--- src/rtl/i281_trace_tx.sv ---
// i281_trace_tx: snapshots i281 CPU state at each instruction fetch and streams it as byte frames.
//   Ports:
//     clock              - sole clock, rising edge
//     reset              - synchronous, active-low
//     run                - capture enable
//     instruction[4:0]   - decoded opcode
//     state[5:0]         - control-FSM state; entry into IF_STATE triggers a capture
//     reg_a..reg_d[7:0]  - register file contents
//     flags[3:0]         - flag register
//     tx_data[7:0]       - current frame byte
//     tx_valid           - tx_data valid
//     tx_ready           - consumer accepts the byte
//     tx_last            - final (checksum) byte of a frame
//     drop_count[7:0]    - saturating count of snapshots lost to a full FIFO
//   Frame: A5, [seq], instr, state, A, B, C, D, flags, XOR checksum (all bytes after A5).
//   Optional feature: define TRACE_SEQ_EN to insert an 8-bit sequence byte after A5.
module i281_trace_tx #(
  parameter int         FIFO_DEPTH = 4,
  parameter logic [5:0] IF_STATE   = 6'd0
) (
  input  logic       clock,
  input  logic       reset,
  input  logic       run,
  input  logic [4:0] instruction,
  input  logic [5:0] state,
  input  logic [7:0] reg_a,
  input  logic [7:0] reg_b,
  input  logic [7:0] reg_c,
  input  logic [7:0] reg_d,
  input  logic [3:0] flags,
  output logic [7:0] tx_data,
  output logic       tx_valid,
  input  logic       tx_ready,
  output logic       tx_last,
  output logic [7:0] drop_count
);
  localparam int AW = $clog2(FIFO_DEPTH);
`ifdef TRACE_SEQ_EN
  localparam int FLEN = 10;
`else
  localparam int FLEN = 9;
`endif
  localparam int NB = FLEN - 2;
  localparam logic [3:0] LAST = 4'(FLEN - 1);

  typedef struct packed {
`ifdef TRACE_SEQ_EN
    logic [7:0] seq;
`endif
    logic [4:0] ins;
    logic [5:0] st;
    logic [7:0] a;
    logic [7:0] b;
    logic [7:0] c;
    logic [7:0] d;
    logic [3:0] fl;
  } snap_t;

  typedef enum logic {IDLE, SEND} tx_state_t;

  snap_t         mem_q [FIFO_DEPTH];
  snap_t         wr_snap, head;
  logic [AW-1:0] wr_q, wr_d, rd_q, rd_d;
  logic [AW:0]   cnt_q, cnt_d;
  logic [5:0]    prev_q;
  logic [7:0]    drop_q, drop_d;
  tx_state_t     st_q, st_d;
  logic [3:0]    idx_q, idx_d;
  logic          trig, full, accept, pop, push;
  logic [NB*8-1:0] body;
  logic [7:0]    chk, byte_sel;

  // One trigger per instruction: only the edge that enters IF_STATE counts.
  assign trig   = run && state == IF_STATE && prev_q != IF_STATE;
  assign full   = cnt_q == (AW+1)'(FIFO_DEPTH);
  assign accept = tx_valid && tx_ready;
  assign pop    = accept && tx_last;
  // A slot freed by the head frame's final byte in the same cycle is reusable.
  assign push   = trig && (!full || pop);

`ifdef TRACE_SEQ_EN
  logic [7:0] seq_q;
  // Counts every trigger, including dropped ones, so gaps reveal lost frames.
  always_ff @(posedge clock) begin
    if (!reset) seq_q <= '0;
    else if (trig) seq_q <= seq_q + 8'd1;
  end
`endif

  always_comb begin
`ifdef TRACE_SEQ_EN
    wr_snap.seq = seq_q;
`endif
    wr_snap.ins = instruction;
    wr_snap.st  = state;
    wr_snap.a   = reg_a;
    wr_snap.b   = reg_b;
    wr_snap.c   = reg_c;
    wr_snap.d   = reg_d;
    wr_snap.fl  = flags;
  end

  always_comb begin
    wr_d   = push ? wr_q + AW'(1) : wr_q;
    rd_d   = pop ? rd_q + AW'(1) : rd_q;
    cnt_d  = cnt_q + (AW+1)'(push) - (AW+1)'(pop);
    drop_d = (trig && !push && drop_q != 8'hFF) ? drop_q + 8'd1 : drop_q;
    st_d   = st_q;
    idx_d  = idx_q;
    if (st_q == IDLE) begin
      // Entering SEND on the push edge itself gives tx_valid the cycle after capture.
      st_d  = cnt_d != '0 ? SEND : IDLE;
      idx_d = 4'd0;
    end else if (accept) begin
      idx_d = tx_last ? 4'd0 : idx_q + 4'd1;
      st_d  = (tx_last && cnt_d == '0) ? IDLE : SEND;
    end
  end

  always_ff @(posedge clock) begin
    if (!reset) begin
      st_q   <= IDLE;
      idx_q  <= 4'd0;
      wr_q   <= '0;
      rd_q   <= '0;
      cnt_q  <= '0;
      drop_q <= '0;
      prev_q <= IF_STATE;
    end else begin
      st_q   <= st_d;
      idx_q  <= idx_d;
      wr_q   <= wr_d;
      rd_q   <= rd_d;
      cnt_q  <= cnt_d;
      drop_q <= drop_d;
      prev_q <= state;
    end
  end

  always_ff @(posedge clock) begin
    if (push) mem_q[wr_q] <= wr_snap;
  end

  assign head = mem_q[rd_q];

  always_comb begin
`ifdef TRACE_SEQ_EN
    body = {head.seq, 3'b0, head.ins, 2'b0, head.st, head.a, head.b, head.c, head.d, 4'b0, head.fl};
`else
    body = {3'b0, head.ins, 2'b0, head.st, head.a, head.b, head.c, head.d, 4'b0, head.fl};
`endif
    chk = 8'h00;
    for (int k = 0; k < NB; k++) chk ^= body[k*8 +: 8];
    byte_sel = 8'h00;
    for (int k = 0; k < NB; k++) if (idx_q == 4'(k + 1)) byte_sel = body[(NB-1-k)*8 +: 8];
    tx_data = !tx_valid ? 8'h00 : idx_q == 4'd0 ? 8'hA5 : idx_q == LAST ? chk : byte_sel;
  end

  // Gated by reset so outputs read idle for the whole time reset is held.
  assign tx_valid   = reset && st_q == SEND;
  assign tx_last    = tx_valid && idx_q == LAST;
  assign drop_count = drop_q;
endmodule

--- config.mk ---
export PLATFORM = sky130hd
export DESIGN_NAME = i281_trace_tx
export DESIGN_NICKNAME = d
export VERILOG_FILES = /design/src/rtl/i281_trace_tx.sv
export SDC_FILE = /design/constraint.sdc
export NUM_CORES = 1
export LEC_CHECK = 0
export ABC_AREA = 0
export CORE_MARGIN = 2
export CORE_UTILIZATION = 40
export CTS_BUF_LIST = sky130_fd_sc_hd__clkbuf_8 sky130_fd_sc_hd__clkbuf_16
export DETAILED_ROUTE_END_ITERATION = 12
export PLACE_DENSITY_LB_ADDON = 0.08
export SETUP_SLACK_MARGIN = 0.05
export SLEW_MARGIN = 10
export SYNTH_ARGS = -nofsm -noshare
export SYNTH_HDL_FRONTEND = slang
export SYNTH_SLANG_ARGS = --single-unit
export TNS_END_PERCENT = 50
--- constraint.sdc ---
create_clock -name clock -period 4.15 [get_ports clock]
set_input_delay 0.83 -clock clock [delete_from_list [all_inputs] [get_ports clock]]
set_output_delay 0.83 -clock clock [all_outputs]
set_load 0.01 [all_outputs]
==> results.py, run 1 <==
metrics = {
    "power": {
        "clkPwrFrac_pct": 43.0,
        "switchingPower_mw": 0.8160,
        "cell_internal_pwr_mw": 3.492,
        "leakage_nw": 3.583,
        "pwr_density_cell_nw_per_um2": 391.1,
        "combPwrFrac_pct": 2.2,
        "power.share.sequential_pct": 54.9,
        "peakVddDrop_uv": 293.1,
        "switching_share_pct": 18.94,
    },
    "drt": {
        "drtPass1Iterations": 4,
        "routed_wire_length_um": 19300,
        "drtIter0Drc": 260,
        "route.detailed.vias_per_inst": 5.394,
        "drc_errors": 0,
        "routedWlPerCell_um": 21.19,
        "final_antenna_net_count": 0,
        "via_count": 4914,
    },
    "critical_path": {
        "crit_chain": "buf_12, mux4_2, a22o_1, a221oi_1, o2111ai_1, a22o_1, clkdlybuf4s50_1",
        "critical_path_peak_fanout": 16,
        "max_stage_delay_ns": 0.61,
        "cpMaxStageDelayCell": "mux4_2",
        "critical_path_class": "reg -> out",
        "data_arrival_critical_path_ns": 3.19,
        "critical-path-top-cell-by-count": "a22o_1",
        "required_arrival_time_at_the_worst_endpoint_ns": 3.32,
        "timing.rr.start": "idx_q[1]",
        "setup.worst_path.end_class": "output port",
        "cp-start-kind": "register",
    },
    "floorplan": {
        "floorplan.core_area_um2": 22500,
        "die_w_um": 155.1,
        "floorplan.io_pins": 69,
        "row_count": 55,
        "die_y_um": 155.1,
        "fp.dieArea_um2": 24060,
        "initial_core_util_pct": 40.59,
    },
    "sta": {
        "final_period_minus_worst_setup_slack_ns": 4.024,
        "timing.final.max_slew_violations": 0,
        "final.setup_skew_ns": 0.006677,
        "timing.final.hold_violations": 0,
        "setup_violations": 0,
        "rsz_0062_raised_after_global_routing": "yes",
        "worst_slack_on_hold_paths_ns": 0.5151,
        "rel_slew_slack_pct": 65.98,
        "post-route-worst-setup-slack_ns": 0.1264,
        "tightest_slew_ns": 0.5087,
        "fmax_mhz": 248.5,
        "post-route-period-util_pct": 96.96,
        "setup_total_negative_slack_ns": 0,
    },
    "yosys": {
        "synth.ff_latch_count": 216,
        "synth_nets": 577,
        "synthArstFlopShare_pct": 0,
        "synth.avg_cell_area_um2": 17.77,
        "syn_area_um2": 9134,
        "synth-main-ff-cell": "edfxtp_1",
        "unique_cell_type_count_in_the_yosys_netlist": 56,
        "postSynthCellCount": 514,
        "ys_warn_count": 0,
        "synth_sequential_area_ratio_pct": 67.95,
        "synth_enable_flop_cells": 188,
    },
    "cts": {
        "clk_pin_slew_ns": 0.06,
        "clock_tree.htree_level_count": 1,
        "cts_inserted_buffers": 23,
        "cts.sink_count": 216,
        "cts_hold_repair.buffers": 0,
        "clock_tree_from_tritoncts": "built",
        "worst_skew_pair_latency_ns": 0.50,
        "cts.root.buffer_cell": "clkbuf_16",
        "cts-root-to-sink-buffers": 3,
    },
    "placement": {
        "gp_routability_congestion": 0.8068,
        "number_of_i_o_port_buffers": 68,
        "dp_hpwl_um": 12420,
        "dp_worst_setup_slack_ns": 0.2500,
    },
    "global_route": {
        "grt_pass1_vias": 5050,
        "antenna_found_initial": 0,
        "grt_overflow": 0,
        "pin_count_of_the_biggest_net_entering_global_routing": 49,
        "gr-usage-all-layers_pct": 16.29,
        "grt_pass1_wl_um": 29500,
    },
    "cells_and_area": {
        "layout_net_count": 674,
        "insertedDiodeCount": 0,
        "share_of_final_layout_standard_cells_stronger_than_drive_strength_1_pct": 16.13,
        "area.growth.synth_to_final_pct": 20.59,
    },
    "job": {
        "maxCapViolations": 0,
    },
    "hold_path": {
        "worstHoldStart": "drop_count[7]",
        "hold_class": "reg -> reg",
    },
    "outcome": {
        "status": "completed",
    },
}
==> registers in the layout, summed over array words and instances (netlist names), named ones only <==
signal      count
cnt_q           3
rd_q            2
mem_q         188
st_q            1
wr_q            2
idx_q           4
prev_q          6
drop_count      8
==> critical path, delay by kind of cell, from the launching register on <==
kind,cells,cell delay [ns]
AO/OA/AOI/OAI,4,0.97
buffers and inverters,2,0.70
flip-flops,1,0.41
multiplexers,1,0.61
==> cells by family after synthesis <==
| logic type | share of synthesized area (%) |
|---|---|
| simple gates | 5.507 |
| fa+ha+maj | 1.726 |
| xor+xnor | 4.918 |
| buf+inv | 2.219 |
| flops | 67.95 |
| mux | 12.85 |
| compound gates | 4.836 |
==> power by group through the flow <==
stage	clock [mW]	combinational [mW]	sequential, mW
5_1_grt	1.99	0.100	2.36
3_5_place_dp	0	0.0934	2.41
2_1_floorplan	0	0.0154	2.41
3_3_place_gp	0	0.0890	2.41
6_report	1.85	0.0929	2.36
4_1_cts	1.91	0.0939	2.36
==> repair_timing <==
| item | CTS | global route |
|---|---|---|
| hold endpoints to repair | 0 | 0 |
| gates resized for setup | 4 | 2 |
| buffers inserted | 4 | 0 |
| gates cloned | 1 | 0 |
| setup endpoints to repair | 3 | 5 |
==> final timing paths <==
kind	endpoint	slack, ns	cells after the start
hold reg to reg	drop_count[7]	0.52	2
setup / recovery	tx_data[0]	0.13	7
setup reg to reg	st_q	1.05	13
hold / removal	drop_count[7]	0.52	2
==> cells in the final DEF, fill, tap and decap left out, types with 5 or more instances in the layout <==
cell type | synthesis | routed
edfxtp_1 | 188 | 188
clkdlybuf4s50_1 | 0 | 68
mux4_2 | 34 | 34
xnor2_1 | 31 | 31
dfxtp_1 | 28 | 26
clkbuf_16 | 0 | 23
inv_1 | 14 | 21
nor2_1 | 20 | 20
buf_4 | 0 | 19
nand2_1 | 17 | 17
mux4_1 | 14 | 14
and2_1 | 15 | 11
a21oi_1 | 11 | 11
o21ai_0 | 11 | 11
ha_1 | 11 | 11
xor2_1 | 10 | 10
a22oi_1 | 6 | 6
buf_12 | 1 | 6
a221oi_1 | 5 | 5
nor3_1 | 5 | 5
clkinv_2 | 0 | 5
==> per-stage QoR <==
stage	power (mW)	std cells	utilization, %	cell area (um^2)
2_1_floorplan	2.426	514	-	9134
3_3_place_gp	2.498	866	45.49	10240
3_5_place_dp	2.503	866	45.49	10240
4_1_cts	4.366	911	48.92	11010
5_1_grt	4.450	911	48.95	11010
6_report	4.308	911	48.95	11010
==> routing by layer <==
metal,global-route usage [%],routed length [um],vias up
met3,2.813,824,31
li1,-,-,2252
met5,0,0,-
met1,21.92,8602,2530
met4,3.836,450,0
met2,27.83,9422,101
==> cells in the mapped netlist (4+ instances only) <==
| master | instances | area [um^2] |
|---|---|---|
| xnor2_1 | 31 | 271.5 |
| xnor3_1 | 4 | 90.09 |
| buf_2 | 6 | 30.03 |
| o22ai_1 | 4 | 25.02 |
| ha_1 | 11 | 137.6 |
| mux4_1 | 14 | 367.9 |
| or3_1 | 4 | 25.02 |
| a22oi_1 | 6 | 45.04 |
| mux2i_1 | 4 | 40.04 |
| mux4_2 | 34 | 765.7 |
| inv_1 | 14 | 52.55 |
| nor3_1 | 5 | 25.02 |
| nand3b_1 | 4 | 30.03 |
| clkbuf_1 | 7 | 26.28 |
| o21ai_0 | 11 | 55.05 |
| buf_6 | 5 | 56.30 |
| nand2_1 | 17 | 63.81 |
| xor2_1 | 10 | 87.58 |
| dfxtp_1 | 28 | 560.5 |
| edfxtp_1 | 188 | 5645 |
| a221oi_1 | 5 | 43.79 |
| a22o_1 | 4 | 35.03 |
| nor2b_1 | 4 | 25.02 |
| a21oi_1 | 11 | 55.05 |
| nand3_1 | 4 | 20.02 |
| nor2_1 | 20 | 75.07 |
| and2_1 | 15 | 93.84 |
==> layout make-up <==
cell class	instances	area, um^2
well taps	285	356.6
flip-flops and latches	216	6211
multi-input cells	262	2736
inverters	14	52.55
clock buffers	24	589.3
clock inverters	16	92.59
repair buffers	94	975.9
fillers	1893	11490
Note: power is estimated with default switching activity, not from simulation.
==> run 2: changes to the inputs <==
--- a/config.mk
+++ b/config.mk
@@ -12,6 +12,8 @@
 export DETAILED_ROUTE_END_ITERATION = 12
 export PLACE_DENSITY_LB_ADDON = 0.08
 export SETUP_SLACK_MARGIN = 0.05
+export SKIP_CTS_REPAIR_TIMING = 1
+export SKIP_LAST_GASP = 1
 export SLEW_MARGIN = 10
 export SYNTH_ARGS = -nofsm -noshare
 export SYNTH_HDL_FRONTEND = slang
==> results.py, run 2 (synthesis results as in run 1) <==
metrics = {
    "hold_path": {
        "hold_class": "reg -> reg",
    },
    "sta": {
        "timing.final.hold_violations": 0,
        "final.setup_skew_ns": 0.007605,
        "timing.final.max_slew_violations": 0,
        "tightest_slew_ns": 0.4932,
        "post-route-period-util_pct": 96.74,
        "rsz_0062_raised_after_global_routing": "yes",
        "rel_slew_slack_pct": 67.02,
        "setup_violations": 0,
        "fmax_mhz": 249.1,
        "final_period_minus_worst_setup_slack_ns": 4.015,
    },
    "drt": {
        "via_count": 4923,
        "route.detailed.vias_per_inst": 5.392,
        "drtIter0Drc": 247,
        "final_antenna_net_count": 0,
        "met3_length_um": 807,
        "top_layer": "met4",
        "met2_wirelength_um": 9517,
        "drc_errors": 0,
        "routedWlPerCell_um": 21.44,
        "routed_wire_length_um": 19580,
        "detail_route.wirelength.met1_um": 8817,
        "drtPass1Iterations": 4,
    },
    "floorplan": {
        "floorplan.core_area_um2": 22500,
        "fp.dieArea_um2": 24060,
        "initial_core_util_pct": 40.59,
        "row_count": 55,
        "floorplan.io_pins": 69,
        "die_y_um": 155.1,
        "die_w_um": 155.1,
    },
    "cts": {
        "clock_tree_from_tritoncts": "built",
        "clk_pin_slew_ns": 0.06,
        "cts_inserted_buffers": 23,
        "cts.sink_count": 216,
        "worst_skew_pair_latency_ns": 0.50,
        "cts.root.buffer_cell": "clkbuf_16",
        "cts-root-to-sink-buffers": 3,
        "clock_tree.htree_level_count": 1,
    },
    "cells_and_area": {
        "layout.cells.non_filler": 913,
        "insertedDiodeCount": 0,
        "top_library_cells_by_usage_in_the_layout_fill_and_taps_aside": "edfxtp_1, clkdlybuf4s50_1, mux4_2",
        "max_flop_register": "mem_q",
        "max_ffs_per_register": 188,
        "layout_net_count": 676,
        "share_of_final_layout_standard_cells_stronger_than_drive_strength_1_pct": 17.04,
        "fillCellCount": 1893,
        "area.growth.synth_to_final_pct": 20.56,
        "leading_cell_type_in_the_layout_fill_and_taps_excluded": "edfxtp_1",
    },
    "power": {
        "peakVddDrop_uv": 292.0,
        "pwr_density_cell_nw_per_um2": 391.1,
        "leakage_nw": 3.579,
        "post-layout-total-power_mw": 4.307,
    },
    "global_route": {
        "antenna_found_initial": 0,
        "grt_pass1_vias": 5032,
        "grt_pass1_wl_um": 29290,
        "gr-usage-all-layers_pct": 16.15,
        "grt_overflow": 0,
        "pin_count_of_the_biggest_net_entering_global_routing": 49,
    },
    "critical_path": {
        "cp-start-kind": "register",
        "required_arrival_time_at_the_worst_endpoint_ns": 3.32,
        "critical_path_class": "reg -> out",
        "critical_path_peak_fanout": 8,
        "setup.worst_path.end_class": "output port",
        "data_arrival_critical_path_ns": 3.18,
    },
    "placement": {
        "number_of_i_o_port_buffers": 68,
        "dpl.cell_count": 866,
        "gp_routability_congestion": 0.8068,
        "dp_hpwl_um": 12420,
    },
    "job": {
        "maxCapViolations": 0,
    },
    "outcome": {
        "status": "completed",
    },
}
==> run 2: worst paths after layout <==
check | start | to | slack, ns | cells after the start
hold / removal | drop_count[7] | drop_count[7] | 0.52 | 2
setup reg to reg | idx_q[1] | st_q | 1.04 | 13
hold reg to reg | drop_count[7] | drop_count[7] | 0.52 | 2
setup / recovery | register | tx_data[2] | 0.14 | 8
==> run 2: layer usage <==
| metal | up-vias | global-route usage, % |
|---|---|---|
| li1 | 2255 | - |
| met1 | 2525 | 21.73 |
| met2 | 114 | 27.53 |
| met3 | 29 | 2.813 |
| met4 | 0 | 3.836 |
| met5 | - | 0 |
==> run 2: worst max-delay path, cell delays in order (launching register included) <==
cell and delay, ns:
dfxtp_4 0.44, buf_12 0.17, buf_4 0.14, mux4_2 0.55
xnor2_1 0.16, xnor2_1 0.24, xnor2_1 0.11, a2bb2oi_1 0.26
clkdlybuf4s50_1 0.59
==> run 2: cell type report <==
class | instances | area, um^2 | area share, %
Sequential cell | 216 | 6211 | 56.40
Multi-Input combinational cell | 262 | 2721 | 24.71
Timing Repair Buffer | 96 | 988.4 | 8.976
Clock buffer | 24 | 589.3 | 5.352
Tap cell | 285 | 356.6 | 3.238
Clock inverter | 16 | 92.59 | 0.8408
Inverter | 14 | 52.55 | 0.4772
==> run 2: power by group <==
group	switching, mW	total (mW)	leakage (nW)	internal (mW)
Combinational	0.0396	0.0928	1.30	0.0532
Sequential	0.00138	2.36	1.92	2.36
Clock	0.774	1.85	0.366	1.08
Total	0.815	4.31	3.58	3.49
==> run 2: stage by stage <==
stage	worst slack (ns)	instance area (um^2)	hold WS, ns	TNS (ns)	util (%)
after floorplan	0.5670	9134	0.4847	0	-
after global placement	0.3468	10240	0.5038	0	45.49
after detailed placement	0.2500	10240	0.4995	0	45.49
after CTS	-0.02690	10920	0.5163	-0.02777	48.52
after global routing	0.03917	11010	0.5540	0	48.94
final	0.1352	11010	0.5151	0	48.94
==> run 3: changes to the inputs <==
==> constraint.sdc (replaced) <==
create_clock -name clock -period 3.33 [get_ports clock]
set_input_delay 0.666 -clock clock [delete_from_list [all_inputs] [get_ports clock]]
set_output_delay 0.666 -clock clock [all_outputs]
set_load 0.01 [all_outputs]
==> results.py, run 3 (synthesis results as in run 1) <==
metrics = {
    "drt": {
        "drtIter0Drc": 267,
        "routed_wire_length_um": 20030,
        "drc_errors": 0,
        "routedWlPerCell_um": 20.64,
        "drtPass1Iterations": 4,
        "final_antenna_net_count": 0,
        "route.detailed.vias_per_inst": 5.263,
        "via_count": 5105,
    },
    "sta": {
        "post-route-worst-setup-slack_ns": -0.07904,
        "final.setup_skew_ns": 0.01817,
        "rel_slew_slack_pct": 65.08,
        "setup_violations": 8,
        "final_period_minus_worst_setup_slack_ns": 3.409,
        "fmax_mhz": 293.3,
        "rsz_0062_raised_after_global_routing": "yes",
        "timing.final.hold_violations": 0,
        "worst_slack_on_hold_paths_ns": 0.5144,
        "tightest_slew_ns": 0.5222,
        "post-route-period-util_pct": 102.4,
        "timing.final.max_slew_violations": 0,
    },
    "placement": {
        "post_dp_cell_area_um2": 10670,
        "dpl.cell_count": 904,
        "gp_routability_congestion": 0.8274,
        "dp_hpwl_um": 13220,
        "number_of_i_o_port_buffers": 68,
    },
    "cts": {
        "cts.root.buffer_cell": "clkbuf_16",
        "cts_inserted_buffers": 24,
        "clk_pin_slew_ns": 0.06,
        "cts.sink_count": 216,
        "clock_tree.htree_level_count": 1,
        "worst_skew_pair_latency_ns": 0.52,
        "cts-root-to-sink-buffers": 3,
        "clock_tree_from_tritoncts": "built",
    },
    "power": {
        "pwr_density_cell_nw_per_um2": 472.7,
        "combPwrFrac_pct": 2.2,
        "peakVddDrop_uv": 294.4,
        "switching_share_pct": 19.46,
        "leakage_nw": 3.955,
        "switchingPower_mw": 1.074,
        "clkPwrFrac_pct": 44.4,
        "power.share.sequential_pct": 53.4,
        "cell_internal_pwr_mw": 4.442,
    },
    "global_route": {
        "grt_overflow": 0,
        "grt_pass1_vias": 5394,
        "antenna_found_initial": 0,
        "pin_count_of_the_biggest_net_entering_global_routing": 26,
        "gr-usage-all-layers_pct": 16.61,
        "grt_pass1_wl_um": 30250,
    },
    "critical_path": {
        "setup.worst_path.end_class": "output port",
        "critical_path_peak_fanout": 8,
        "critical_path_class": "reg -> out",
        "cp-start-kind": "register",
        "data_arrival_critical_path_ns": 2.74,
        "required_arrival_time_at_the_worst_endpoint_ns": 2.66,
    },
    "cells_and_area": {
        "final_util_pct": 51.85,
        "layout_net_count": 730,
        "layout.cells.non_filler": 970,
        "area.growth.synth_to_final_pct": 27.75,
        "insertedDiodeCount": 0,
        "final_design_area_excluding_fillers_um2": 11670,
        "top_library_cells_by_usage_in_the_layout_fill_and_taps_aside": "edfxtp_1, clkdlybuf4s50_1, buf_4",
        "max_flop_register": "mem_q",
        "fillCellCount": 1886,
        "max_ffs_per_register": 188,
        "leading_cell_type_in_the_layout_fill_and_taps_excluded": "edfxtp_1",
        "share_of_final_layout_standard_cells_stronger_than_drive_strength_1_pct": 27.45,
    },
    "floorplan": {
        "floorplan.io_pins": 69,
        "initial_core_util_pct": 40.59,
        "die_y_um": 155.1,
        "row_count": 55,
        "floorplan.core_area_um2": 22500,
        "die_w_um": 155.1,
        "fp.dieArea_um2": 24060,
    },
    "job": {
        "maxCapViolations": 0,
    },
    "hold_path": {
        "hold_class": "reg -> reg",
    },
    "outcome": {
        "failed_checks": "setup timing",
        "status": "finished with violations",
    },
}
## run 3: power by group through the flow
stage / clock network (mW) / logic (mW) / registers, mW
6_report: 2.45 / 0.121 / 2.94
3_5_place_dp: 0 / 0.121 / 3.00
5_1_grt: 2.64 / 0.132 / 2.94
3_3_place_gp: 0 / 0.116 / 3.00
2_1_floorplan: 0 / 0.0192 / 3.00
4_1_cts: 2.53 / 0.122 / 2.95
## run 3: critical path, cell delays in order (launching register included)
cell and delay [ns]:
dfxtp_4 0.39, buf_12 0.14, buf_16 0.14, mux4_2 0.54
buf_4 0.16, a32oi_1 0.17, nand3_1 0.09, a31oi_1 0.22
a211oi_2 0.08, buf_4 0.14, dlymetal6s2s_1 0.17
## run 3: cell type report
cell class | instances | area [um^2] | share of cell area [%]
Sequential cell | 216 | 6211 | 53.23
Tap cell | 285 | 356.6 | 3.056
Inverter | 14 | 52.55 | 0.4504
Clock inverter | 19 | 112.6 | 0.9650
Clock buffer | 25 | 625.6 | 5.361
Timing Repair Buffer | 149 | 1538 | 13.18
Multi-Input combinational cell | 262 | 2773 | 23.76
## run 3: metrics by stage
stage          total power, mW  TNS, ns  setup slack [ns]
2_1_floorplan            3.023   -8.333          -0.08865
3_3_place_gp             3.119  -0.7145           -0.2671
3_5_place_dp             3.124  -0.8538           -0.3274
4_1_cts                  5.595   -4.149           -0.6309
5_1_grt                  5.712   -1.407           -0.2137
6_report                 5.515  -0.4698          -0.07904
## run 3: routing by layer
layer  track usage [%]  vias to the layer above  wire (um)
met5                 0                        -          0
met4             5.556                        0        431
met3             2.813                       35       1064
met2             27.51                      127       9623
met1             22.43                     2588       8905
li1                  -                     2355          -
## run 3: final timing paths
| path | end | slack (ns) | cells after the start | startpoint |
|---|---|---|---|---|
| max | tx_data[5] | -0.08 | 10 | register |
| min | drop_count[7] | 0.51 | 2 | drop_count[7] |
| max reg2reg | st_q | 0.27 | 13 | idx_q[0] |
| min reg2reg | drop_count[7] | 0.51 | 2 | drop_count[7] |
